`config.mk`:
```
export PLATFORM = sky130hd
export DESIGN_NAME = r3_xfer_ctrl
export DESIGN_NICKNAME = d
export VERILOG_FILES = /design/src/rtl/r3_xfer_ctrl.sv
export SDC_FILE = /design/constraint.sdc
export NUM_CORES = 1
export LEC_CHECK = 0
export BUFFER_PORTS_ARGS = -buffer_cell sky130_fd_sc_hd__buf_2
export CORE_MARGIN = 2
export CORE_UTILIZATION = 35
export DETAILED_ROUTE_END_ITERATION = 12
export SETUP_SLACK_MARGIN = 0.02
export SYNTH_ARGS = -nofsm -noshare
export SYNTH_HDL_FRONTEND = slang
export SYNTH_SLANG_ARGS = --single-unit
```
`constraint.sdc`:
```
create_clock -name p_phi2 -period 1.88 [get_ports p_phi2]
set_clock_uncertainty 0.2 [all_clocks]
set_input_delay 0 -clock p_phi2 [delete_from_list [all_inputs] [get_ports p_phi2]]
set_output_delay 0 -clock p_phi2 [all_outputs]
set_load 0.01 [all_outputs]
```
`src/rtl/r3_xfer_ctrl.sv`:
```
// Parasite-side block-transfer sequencer for Tube register 3. One start command
// moves a counted block through the R3 FIFO in either direction, paced by the R3 flags.
module r3_xfer_ctrl #(
    parameter int SETTLE = 2
) (
    input  logic        p_phi2,
    input  logic        p_rst,
    input  logic        start,
    input  logic        dir,
    input  logic [15:0] count,
    input  logic        one_byte_mode,
    input  logic        abort,
    input  logic        src_valid,
    input  logic [7:0]  src_data,
    output logic        src_ready,
    output logic        dst_valid,
    output logic [7:0]  dst_data,
    input  logic        dst_ready,
    output logic        r3_select,
    output logic        r3_rdnw,
    output logic [7:0]  r3_wdata,
    input  logic [7:0]  r3_rdata,
    input  logic        r3_full,
    input  logic        r3_empty,
    input  logic        r3_avail,
    output logic        busy,
    output logic        done,
    output logic        aborted,
    output logic [15:0] remaining
);

    typedef enum logic [2:0] {
        ST_IDLE   = 3'd0,
        ST_WAIT   = 3'd1,
        ST_ACCESS = 3'd2,
        ST_SETTLE = 3'd3,
        ST_FINISH = 3'd4
    } state_t;

    localparam logic [2:0] SETTLE_LAST = 3'(SETTLE - 1);

    state_t      state_r, state_s;
    logic        dir_r, dir_s;
    logic        one_byte_r, one_byte_s;
    logic        second_r, second_s;
    logic        extra_r, extra_s;
    logic [2:0]  settle_cnt_r, settle_cnt_s;
    logic [15:0] remaining_r, remaining_s;
    logic [7:0]  dst_data_r, dst_data_s;
    logic [7:0]  r3_wdata_r, r3_wdata_s;
    logic        src_ready_r, src_ready_s;
    logic        dst_valid_r, dst_valid_s;
    logic        r3_select_r, r3_select_s;
    logic        r3_rdnw_r, r3_rdnw_s;
    logic        busy_r, busy_s;
    logic        done_r, done_s;
    logic        aborted_r, aborted_s;
    logic        pad_s, more_s, go_s;

    // Pair-position qualifiers: a second byte with nothing left is a pad/discard
    always_comb begin
        pad_s  = !one_byte_r && second_r && (remaining_r == 16'd0);
        more_s = (remaining_r != 16'd0) || second_r;
    end

    // Go-condition from WAIT; the second byte of a pair skips the FIFO flags
    always_comb begin
        go_s = 1'b0;
        if (!dir_r) begin
            if (one_byte_r) begin
                go_s = !r3_full && src_valid;
            end else if (!second_r) begin
                go_s = r3_empty && (src_valid || pad_s);
            end else begin
                go_s = src_valid || pad_s;
            end
        end else begin
            if (one_byte_r || !second_r) begin
                go_s = r3_avail && dst_ready;
            end else begin
                go_s = dst_ready || pad_s;
            end
        end
    end

    // Next state and next values of every registered output
    always_comb begin
        state_s      = state_r;
        dir_s        = dir_r;
        one_byte_s   = one_byte_r;
        second_s     = second_r;
        extra_s      = extra_r;
        settle_cnt_s = settle_cnt_r;
        remaining_s  = remaining_r;
        dst_data_s   = dst_data_r;
        r3_wdata_s   = r3_wdata_r;
        src_ready_s  = 1'b0;
        dst_valid_s  = 1'b0;
        r3_select_s  = 1'b0;
        r3_rdnw_s    = 1'b0;
        done_s       = 1'b0;
        aborted_s    = 1'b0;
        case (state_r)
            ST_IDLE: begin
                if (abort) begin
                    state_s = ST_IDLE;
                end else if (start) begin
                    dir_s       = dir;
                    one_byte_s  = one_byte_mode;
                    remaining_s = count;
                    second_s    = 1'b0;
                    extra_s     = 1'b0;
                    if (count == 16'd0) begin
                        state_s = ST_FINISH;
                        done_s  = 1'b1;
                    end else begin
                        state_s = ST_WAIT;
                    end
                end else begin
                    state_s = ST_IDLE;
                end
            end
            ST_WAIT: begin
                if (abort) begin
                    state_s   = ST_IDLE;
                    aborted_s = 1'b1;
                end else if (go_s) begin
                    state_s     = ST_ACCESS;
                    r3_select_s = 1'b1;
                    r3_rdnw_s   = dir_r;
                    extra_s     = pad_s;
                    if (!dir_r) begin
                        r3_wdata_s  = pad_s ? 8'h00 : src_data;
                        src_ready_s = !pad_s;
                    end else begin
                        r3_wdata_s = r3_wdata_r;
                    end
                end else begin
                    state_s = ST_WAIT;
                end
            end
            ST_ACCESS: begin
                if (abort) begin
                    state_s   = ST_IDLE;
                    aborted_s = 1'b1;
                end else begin
                    state_s      = ST_SETTLE;
                    settle_cnt_s = SETTLE_LAST;
                    second_s     = !one_byte_r && !second_r;
                    if (!extra_r) begin
                        remaining_s = remaining_r - 16'd1;
                        if (dir_r) begin
                            dst_data_s  = r3_rdata;
                            dst_valid_s = 1'b1;
                        end else begin
                            dst_data_s = dst_data_r;
                        end
                    end else begin
                        remaining_s = remaining_r;
                    end
                end
            end
            ST_SETTLE: begin
                if (abort) begin
                    state_s   = ST_IDLE;
                    aborted_s = 1'b1;
                end else if (settle_cnt_r == 3'd0) begin
                    if (more_s) begin
                        state_s = ST_WAIT;
                    end else begin
                        state_s = ST_FINISH;
                        done_s  = 1'b1;
                    end
                end else begin
                    settle_cnt_s = settle_cnt_r - 3'd1;
                end
            end
            ST_FINISH: begin
                state_s = ST_IDLE;
            end
            default: begin
                state_s = ST_IDLE;
            end
        endcase
        busy_s = (state_s != ST_IDLE);
    end

    // State and output registers with synchronous reset
    always_ff @(posedge p_phi2) begin
        if (p_rst) begin
            state_r      <= ST_IDLE;
            dir_r        <= 1'b0;
            one_byte_r   <= 1'b0;
            second_r     <= 1'b0;
            extra_r      <= 1'b0;
            settle_cnt_r <= 3'd0;
            remaining_r  <= 16'd0;
            dst_data_r   <= 8'h00;
            r3_wdata_r   <= 8'h00;
            src_ready_r  <= 1'b0;
            dst_valid_r  <= 1'b0;
            r3_select_r  <= 1'b0;
            r3_rdnw_r    <= 1'b0;
            busy_r       <= 1'b0;
            done_r       <= 1'b0;
            aborted_r    <= 1'b0;
        end else begin
            state_r      <= state_s;
            dir_r        <= dir_s;
            one_byte_r   <= one_byte_s;
            second_r     <= second_s;
            extra_r      <= extra_s;
            settle_cnt_r <= settle_cnt_s;
            remaining_r  <= remaining_s;
            dst_data_r   <= dst_data_s;
            r3_wdata_r   <= r3_wdata_s;
            src_ready_r  <= src_ready_s;
            dst_valid_r  <= dst_valid_s;
            r3_select_r  <= r3_select_s;
            r3_rdnw_r    <= r3_rdnw_s;
            busy_r       <= busy_s;
            done_r       <= done_s;
            aborted_r    <= aborted_s;
        end
    end

    assign src_ready = src_ready_r;
    assign dst_valid = dst_valid_r;
    assign dst_data  = dst_data_r;
    assign r3_select = r3_select_r;
    assign r3_rdnw   = r3_rdnw_r;
    assign r3_wdata  = r3_wdata_r;
    assign busy      = busy_r;
    assign done      = done_r;
    assign aborted   = aborted_r;
    assign remaining = remaining_r;

endmodule
```
; ---- Yosys cells after proc, flatten, opt, wreduce, memory -nomap -nowiden
; Cells that the tools add are included.
[word_totals]
ff_bits = 49
output_inout_bits = 39
wordCells = 113
[classes]
add_sub_neg = 2
eq_ne = 11
muxes = 41
n_bitwise = 7
n_reduce_logical = 36
[op_table]
columns = cell, n
row1 = 16-bit 2-to-1 mux, 4
row2 = 16-bit zero test, 2
row3 = 16-bit one-hot mux with 2 select lines, 1
row4 = 3-bit 2-to-1 mux, 9
row5 = 1-bit 2-to-1 mux, 18
row6 = "2-bit != test, second input constant", 8
row7 = 4-bit AND reduction, 4
row8 = 16-bit nonzero test, 1
row9 = "16-bit by 1-bit subtractor with 16-bit output, second input constant", 1
row10 = 3-bit one-hot mux with 4 select lines, 1
row11 = 5-bit AND reduction, 2
row12 = 8-bit 2-to-1 mux, 1
row13 = 4-bit OR reduction, 2
row14 = 1-bit inverter, 7
row15 = "3-bit by 2-bit equality test with 1-bit output, second input constant", 2
row16 = 1-bit logical AND, 6
row17 = 3-bit zero test, 2
row18 = 2-bit 2-to-1 mux, 3
row19 = 1-bit one-hot mux with 2 select lines, 3
row20 = 3-bit one-hot mux with 2 select lines, 1
row21 = 2-bit nonzero test, 3
row22 = 3-bit OR reduction, 2
row23 = 5-bit OR reduction, 1
row24 = 1-bit zero test, 4
row25 = other kinds (6), 9

; ---- Depth between registers and ports, before layout
; Gate-level depths: netlist of the first run.
[depth]
ltp_word = 12
depth_mapped = 8
ltp_nobuf = 7

; ---- Worst setup path before layout of the first run
; OpenSTA, ideal clock, no wires.
[synth_path]
kind = reg-to-reg
start = register remaining_r[0] (netlist: remaining[0])
end = register state_r[0]
setup_time_ns = 0.125
arrival_ns = 1.751
t_required_ns = 1.555
slack_ns = -0.197
stages_incl_launch_ff = 7
path_buffers = 0
cell_sequence = dfxtp_1 inv_1 ha_1 nor4b_1 nand4b_4 o21a_1 o41a_1
[synth_between]
elab_chain_cells = 10
[synth_rtl]
columns = item, line
row1 = "start, declared", 48  ; logic [15:0] remaining_r, remaining_s;
row2 = "start signal, assigned", 214  ; remaining_r <= remaining_s;
row3 = 16-bit zero test, 62  ; pad_s = !one_byte_r && second_r && (remaining_r == 16'd0);
row4 = 1-bit logical AND, 62
row5 = 1-bit logical OR, "73, 75"
row6 = 1-bit logical AND, 73  ; go_s = r3_empty && (src_valid || pad_s);
row7 = 1-bit 2-to-1 mux, 72  ; end else if (!second_r) begin
row8 = 1-bit 2-to-1 mux, 70  ; if (one_byte_r) begin
row9 = 1-bit 2-to-1 mux, 69  ; if (!dir_r) begin
row10 = 2-bit 2-to-1 mux, 127  ; end else if (go_s) begin
row11 = 2-bit 2-to-1 mux, 124  ; if (abort) begin
row12 = 3-bit one-hot mux with 4 select lines (*), 103  ; case (state_r)
row13 = "end signal, assigned", 208  ; state_r <= state_s;
row14 = "end, declared", 42  ; state_t state_r, state_s;
; Mark *: on every way between the ends. The rest lies on a longest branch, timed or not.
; A chain may end at the register's enable or synchronous reset.

; ---- Worst setup path after layout of the first run
[layout_path]
start = register remaining_r[5] (netlist: remaining[5])
end = register state_r[0]
; The elaborated chain is that of the path after synthesis.

==> impl_metrics.json, run 1 <==
{
  "outcome": "finished with violations",
  "violations": "negative setup slack",
  "drt_iter0_markers": 166,
  "area_delta_synth_final_pct": 66.0,
  "synth_edf_count": 0,
  "io_pins": 82,
  "syn_nets": 327,
  "synth-xor-area-share": 0.00366,
  "fin_crit_ns": 2.02,
  "r2r-start": "remaining[5]$_SDFFE_PP0P_",
  "hold_viol_final": 0,
  "fmax_mhz": 496,
  "cts_tree": "done",
  "final_cell_mix": "buf_2 (81), buf_4 (51), dfxtp_1 (43)",
  "die_x_um": 86.7,
  "clk_latency_ns": 0.31,
  "ys_ff_latch": 49,
  "worstPathRequired_ns": 1.88,
  "total_power_mw": 2.33,
  "seqPwrFrac": 0.468,
  "num_antenna_cells": 0,
  "synth_compound_area_frac": 0.201,
  "rows": 30,
  "intPower_mw": 1.64,
  "p_sw_frac": 0.294,
  "grt_max_degree": 25,
  "seq_area_frac_synth": 0.410,
  "p_switching_uw": 685,
  "slew_viol_final": 0,
  "slew_headroom": 0.634,
  "maxCapViolCount": 0,
  "clkPwrFrac": 0.277,
  "setup_ws_ns": -0.135,
  "crit_slowest_cell": "or4_4",
  "hp-class": "in2reg",
  "post-route-period-util": 1.07,
  "crit_chain": "or4_4, nand4b_4, o21a_1, o41a_1",
  "synthDistinctLibCells": 49,
  "synth_fa_ha_area_frac": 0.0209,
  "clk_pin_slew_ns": 0.10,
  "cp_max_fo": 4,
  "cts_buffers": 5,
  "antenna_found_initial": 0,
  "crit_path_start_kind": "flop",
  "ir_drop_mv": 0.385,
  "hp-start": "abort",
  "postRouteAntennaNets": 0,
  "post_synth.cell_area_avg_um2": 8.55,
  "tightestPinTransition_ns": 0.548,
  "final_common_cell": "buf_2",
  "firstDrtPassIters": 5,
  "die_area_mm2": 0.00752,
  "place_congestion": 0.836,
  "path_class": "reg2reg",
  "stdcell_area_mm2": 0.00398,
  "drc": 0,
  "syn_area_mm2": 0.00239,
  "reg2regPathDepth": 4,
  "drt-wirelength-per-cell_um": 14.5,
  "critPathMaxStageDelay_ns": 0.54,
  "cts-root-buf": "clkbuf_8",
  "track_usage": 0.206,
  "async_flop_share": 0,
  "fin_nets": 497,
  "r2r_slack_ns": -0.14,
  "die_h_um": 86.7,
  "cts_sinks": 49,
  "power_frac_comb": 0.255,
  "crit_buf_inv": 0,
  "drive_above_1_share": 0.439,
  "synth.area.mux_share": 0.0418,
  "setup_viol": 21,
  "cp.arrival_ns": 2.01,
  "hold_ws_ns": 0.0383,
  "grt_pass1_vias": 2664,
  "cp_top_family": "simple AND/OR/NAND/NOR gates",
  "leakagePower_nw": 1.83,
  "routed_wl_um": 7720,
  "worstSetupEndpointType": "flop",
  "dp_hpwl_um": 5150,
  "num_vias": 2765,
  "place_area_mm2": 0.00326,
  "power.density_mw_per_mm2": 585,
  "r2r-end": "state_r[0]$_SDFF_PP0_",
  "ys.flop_type": "dfxtp_1",
  "h-tree-depth": 2,
  "clockBufferDepth": 2,
  "synthCells": 280,
  "synth_top_family_by_area": "simple AND/OR/NAND/NOR gates",
  "holdPathEnd": "settle_cnt_r[2]$_SDFFE_PP0P_",
  "synth-simple-area-share": 0.295,
  "initial_utilization": 0.356,
  "holdPathStages": 4,
  "core_mm2": 0.00672,
  "viasPerCell": 5.21,
  "rsz0062_at_grt": "yes",
  "grt_pass1_wl_um": 12300,
  "yosys_warnings": 0,
  "final.setup.tns_ns": -1.72,
  "gr-total-overflow": 0,
  "port_buffers": 81
}
==> cell usage after synthesis, drive strengths merged, types with 3 or more instances <==
master  number  area share
buf          3      0.0063
ha           4       0.021
nand3b       3      0.0094
nand3        6       0.013
a22oi        6       0.019
a22o         9       0.033
nor3        16       0.036
nor2b        3      0.0078
mux2i       10       0.042
o21ai       15       0.031
a21oi       22       0.046
dfxtp       49        0.41
o32ai        3       0.011
clkbuf      10       0.016
inv          4      0.0063
nor4b        4       0.021
or2          3      0.0078
nor4         8       0.024
o21bai       4       0.013
nand2       23       0.036
a311oi       3       0.011
nand2b       5       0.013
nor2        40       0.066
nor3b        3      0.0094
==> worst min-delay path: cells and delay by family <==
family,cells,cell delay [ns]
buffers and inverters,2,0.28
AND/OR/NAND/NOR,2,0.21
==> cell type report <==
| type | count | area [um^2] |
|---|---|---|
| multi-input cells | 214 | 1540 |
| flip-flops and latches | 49 | 991 |
| inverters | 4 | 15.0 |
| clock buffers | 5 | 68.8 |
| clock inverters | 3 | 22.5 |
| fillers | 585 | 2740 |
| well taps | 80 | 100 |
| repair buffers | 176 | 1240 |
==> flip-flops by register name, indices dropped and copies added, names as in the netlist, 3 cells and up <==
register,count
dst_data,8
r3_wdata,8
remaining,16
settle_cnt_r,3
state_r,3
==> metal layers <==
layer	vias to the layer above	track usage	part of all wire
met5	-	0	0
met4	0	0.0526	0.011
met3	10	0.0333	0.046
met2	95	0.363	0.51
met1	1295	0.262	0.44
li1	1365	-	-
==> power groups by stage <==
stage                     registers [mW]  clock network [mW]  logic, mW
after floorplan                     1.13                   0      0.209
after CTS                           1.09               0.674      0.552
final                               1.09               0.644      0.594
after global routing                1.09               0.704      0.645
after detailed placement            1.11                   0      0.445
after global placement              1.11                   0      0.440
==> kinds of logic (layout without fill, tap and decap cells) <==
family / after synthesis / after routing
fa+ha+maj: 4 / 4
xor+xnor: 1 / 1
simple gates: 126 / 126
mux: 10 / 10
flops: 49 / 49
buf+inv: 17 / 188
compound gates: 73 / 73
==> repair_timing <==
item | CTS | global route
setup endpoints to repair | 26 | 39
hold buffers | 40 | 0
gates resized for setup | 22 | 27
buffers inserted | 5 | 0
endpoints found under the hold margin | 44 | 0
pin swaps | 11 | 14
==> how the worst max path moves through the flow <==
stage / slack (ns) / depth (start not counted) / start / endpoint
2_1_floorplan: -0.12 / 4 / remaining[7]$_SDFFE_PP0P_ / state_r[0]$_SDFF_PP0_
3_3_place_gp: -0.11 / 6 / remaining[7]$_SDFFE_PP0P_ / remaining[15]$_SDFFE_PP0P_
3_5_place_dp: -0.16 / 6 / remaining[7]$_SDFFE_PP0P_ / remaining[15]$_SDFFE_PP0P_
4_1_cts: -0.13 / 5 / remaining[7]$_SDFFE_PP0P_ / remaining[15]$_SDFFE_PP0P_
5_1_grt: -0.19 / 4 / remaining[5]$_SDFFE_PP0P_ / state_r[0]$_SDFF_PP0_
6_report: -0.14 / 4 / remaining[5]$_SDFFE_PP0P_ / state_r[0]$_SDFF_PP0_
==> per-stage QoR <==
| stage | utilization | cells | setup WS, ns |
|---|---|---|---|
| floorplan | - | 280 | -0.124 |
| global placement | 0.485 | 479 | -0.109 |
| detailed placement | 0.485 | 479 | -0.160 |
| CTS | 0.574 | 531 | -0.128 |
| global route | 0.592 | 531 | -0.195 |
| finish | 0.592 | 531 | -0.135 |
No activity file was read; power rests on OpenSTA's default activity.
==> run 2, diff against run 1 <==
CORE_MARGIN = 4   (was 2)
REMOVE_ABC_BUFFERS = 1   (was unset)
==> run 2 against run 1 <==
Net effect: the flow still finishes with violations (negative setup slack); combinational power is essentially flat; setup slack lost 0.049 ns; hold slack lost 0.0099 ns; register-to-register slack lost 0.05 ns; maximum frequency shrank 2.4%; highest routed layer unchanged; final cell count shrank 1.5%.
==> impl_metrics.json, run 2 (synthesis results as in run 1) <==
{
  "clockBufferDepth": 2,
  "rows": 29,
  "gr-total-overflow": 0,
  "final.setup.tns_ns": -2.48,
  "outcome": "finished with violations",
  "fin_crit_ns": 2.06,
  "viasPerCell": 5.23,
  "drt-wirelength-per-cell_um": 15.2,
  "final_cell_mix": "buf_2 (81), buf_4 (46), dfxtp_1 (44)",
  "antenna_found_initial": 0,
  "num_vias": 2736,
  "cts_buffers": 5,
  "h-tree-depth": 2,
  "cts_tree": "done",
  "clk_pin_slew_ns": 0.09,
  "ir_drop_mv": 0.324,
  "num_antenna_cells": 0,
  "die_h_um": 90.7,
  "grt_max_degree": 32,
  "violations": "negative setup slack",
  "grt_pass1_wl_um": 13100,
  "clk_latency_ns": 0.30,
  "path_class": "reg2reg",
  "grt_pass1_vias": 2754,
  "cp_max_fo": 4,
  "setup_ws_ns": -0.184,
  "core_mm2": 0.00649,
  "track_usage": 0.194,
  "slew_viol_final": 0,
  "tightestPinTransition_ns": 0.560,
  "cts-root-buf": "clkbuf_8",
  "slew_headroom": 0.626,
  "fin_nets": 492,
  "die_area_mm2": 0.00823,
  "largest_reg_flops": 16,
  "firstDrtPassIters": 4,
  "io_pins": 82,
  "place_congestion": 0.936,
  "instances_no_fill": 523,
  "place_area_mm2": 0.00319,
  "cts_sinks": 49,
  "maxCapViolCount": 0,
  "power.density_mw_per_mm2": 590,
  "hp-class": "in2reg",
  "stdcell_area_mm2": 0.00393,
  "crit_path_start_kind": "flop",
  "hold_ws_ns": 0.0283,
  "final_common_cell": "buf_2",
  "rsz0062_at_grt": "yes",
  "worstSetupEndpointType": "flop",
  "drive_above_1_share": 0.424,
  "setup_viol": 22,
  "place_inst": 470,
  "cp.arrival_ns": 2.06,
  "die_x_um": 90.7,
  "leakagePower_nw": 1.81,
  "port_buffers": 81,
  "area_delta_synth_final_pct": 64.1,
  "worstPathRequired_ns": 1.87,
  "post-route-period-util": 1.10,
  "hold_viol_final": 0,
  "routed_wl_um": 7930,
  "drt_iter0_markers": 79,
  "postRouteAntennaNets": 0,
  "drc": 0,
  "fmax_mhz": 484,
  "initial_utilization": 0.369,
  "dp_hpwl_um": 5360
}
-- run 2: what timing repair did --
action | in CTS | in global routing
pin swaps | 7 | 13
gates resized for setup | 27 | 26
endpoints found under the hold margin | 38 | 0
hold buffers | 38 | 0
setup endpoints to repair | 29 | 40
buffers inserted | 7 | 0
-- run 2: through the flow --
stage                     worst slack [ns]  total power [mW]  utilization
after floorplan                     -0.339              1.32            -
after global placement              -0.206              1.55        0.492
final                               -0.184              2.32        0.605
after CTS                           -0.155              2.28        0.587
after detailed placement            -0.251              1.55        0.492
after global routing                -0.228              2.44        0.605
-- run 2: final timing paths --
check,depth (start not counted),start,slack (ns),to
min reg2reg,1,r3_wdata[5]$_SDFFE_PP0P_,0.29,r3_wdata[5]$_SDFFE_PP0P_
min,5,r3_full,0.03,src_ready$_SDFF_PP0_
max reg2reg,4,remaining[7]$_SDFFE_PP0P_,-0.18,state_r[0]$_SDFF_PP0_
max,4,remaining[7]$_SDFFE_PP0P_,-0.18,state_r[0]$_SDFF_PP0_
-- run 2: worst max-delay path: stages, from the launching register on --
cell and delay [ns]:
dfxtp_2 0.33, or4_4 0.56, nand4b_4 0.24, o21a_1 0.22
o41a_1 0.39
-- run 2: area by class of cell --
class	count	area (um^2)
Fill cell	571	2560
Multi-Input combinational cell	214	1540
Timing Repair Buffer	171	1210
Sequential cell	49	987
Tap cell	77	96.3
Clock buffer	6	72.6
Inverter	4	15.0
Clock inverter	2	13.8
-- run 2: metal layers --
layer | up-vias | global-route usage | share of wire
met5 | - | 0 | 0
met4 | 0 | 0.0625 | 0.012
met3 | 12 | 0.0308 | 0.037
met2 | 66 | 0.332 | 0.52
met1 | 1299 | 0.247 | 0.43
li1 | 1359 | - | -
-- run 2: where the power goes --
part / internal (mW) / total (mW) / switching, mW
combinational: 0.312 / 0.594 / 0.282
sequential: 1.07 / 1.09 / 0.0222
clock: 0.266 / 0.636 / 0.370
total: 1.64 / 2.32 / 0.674
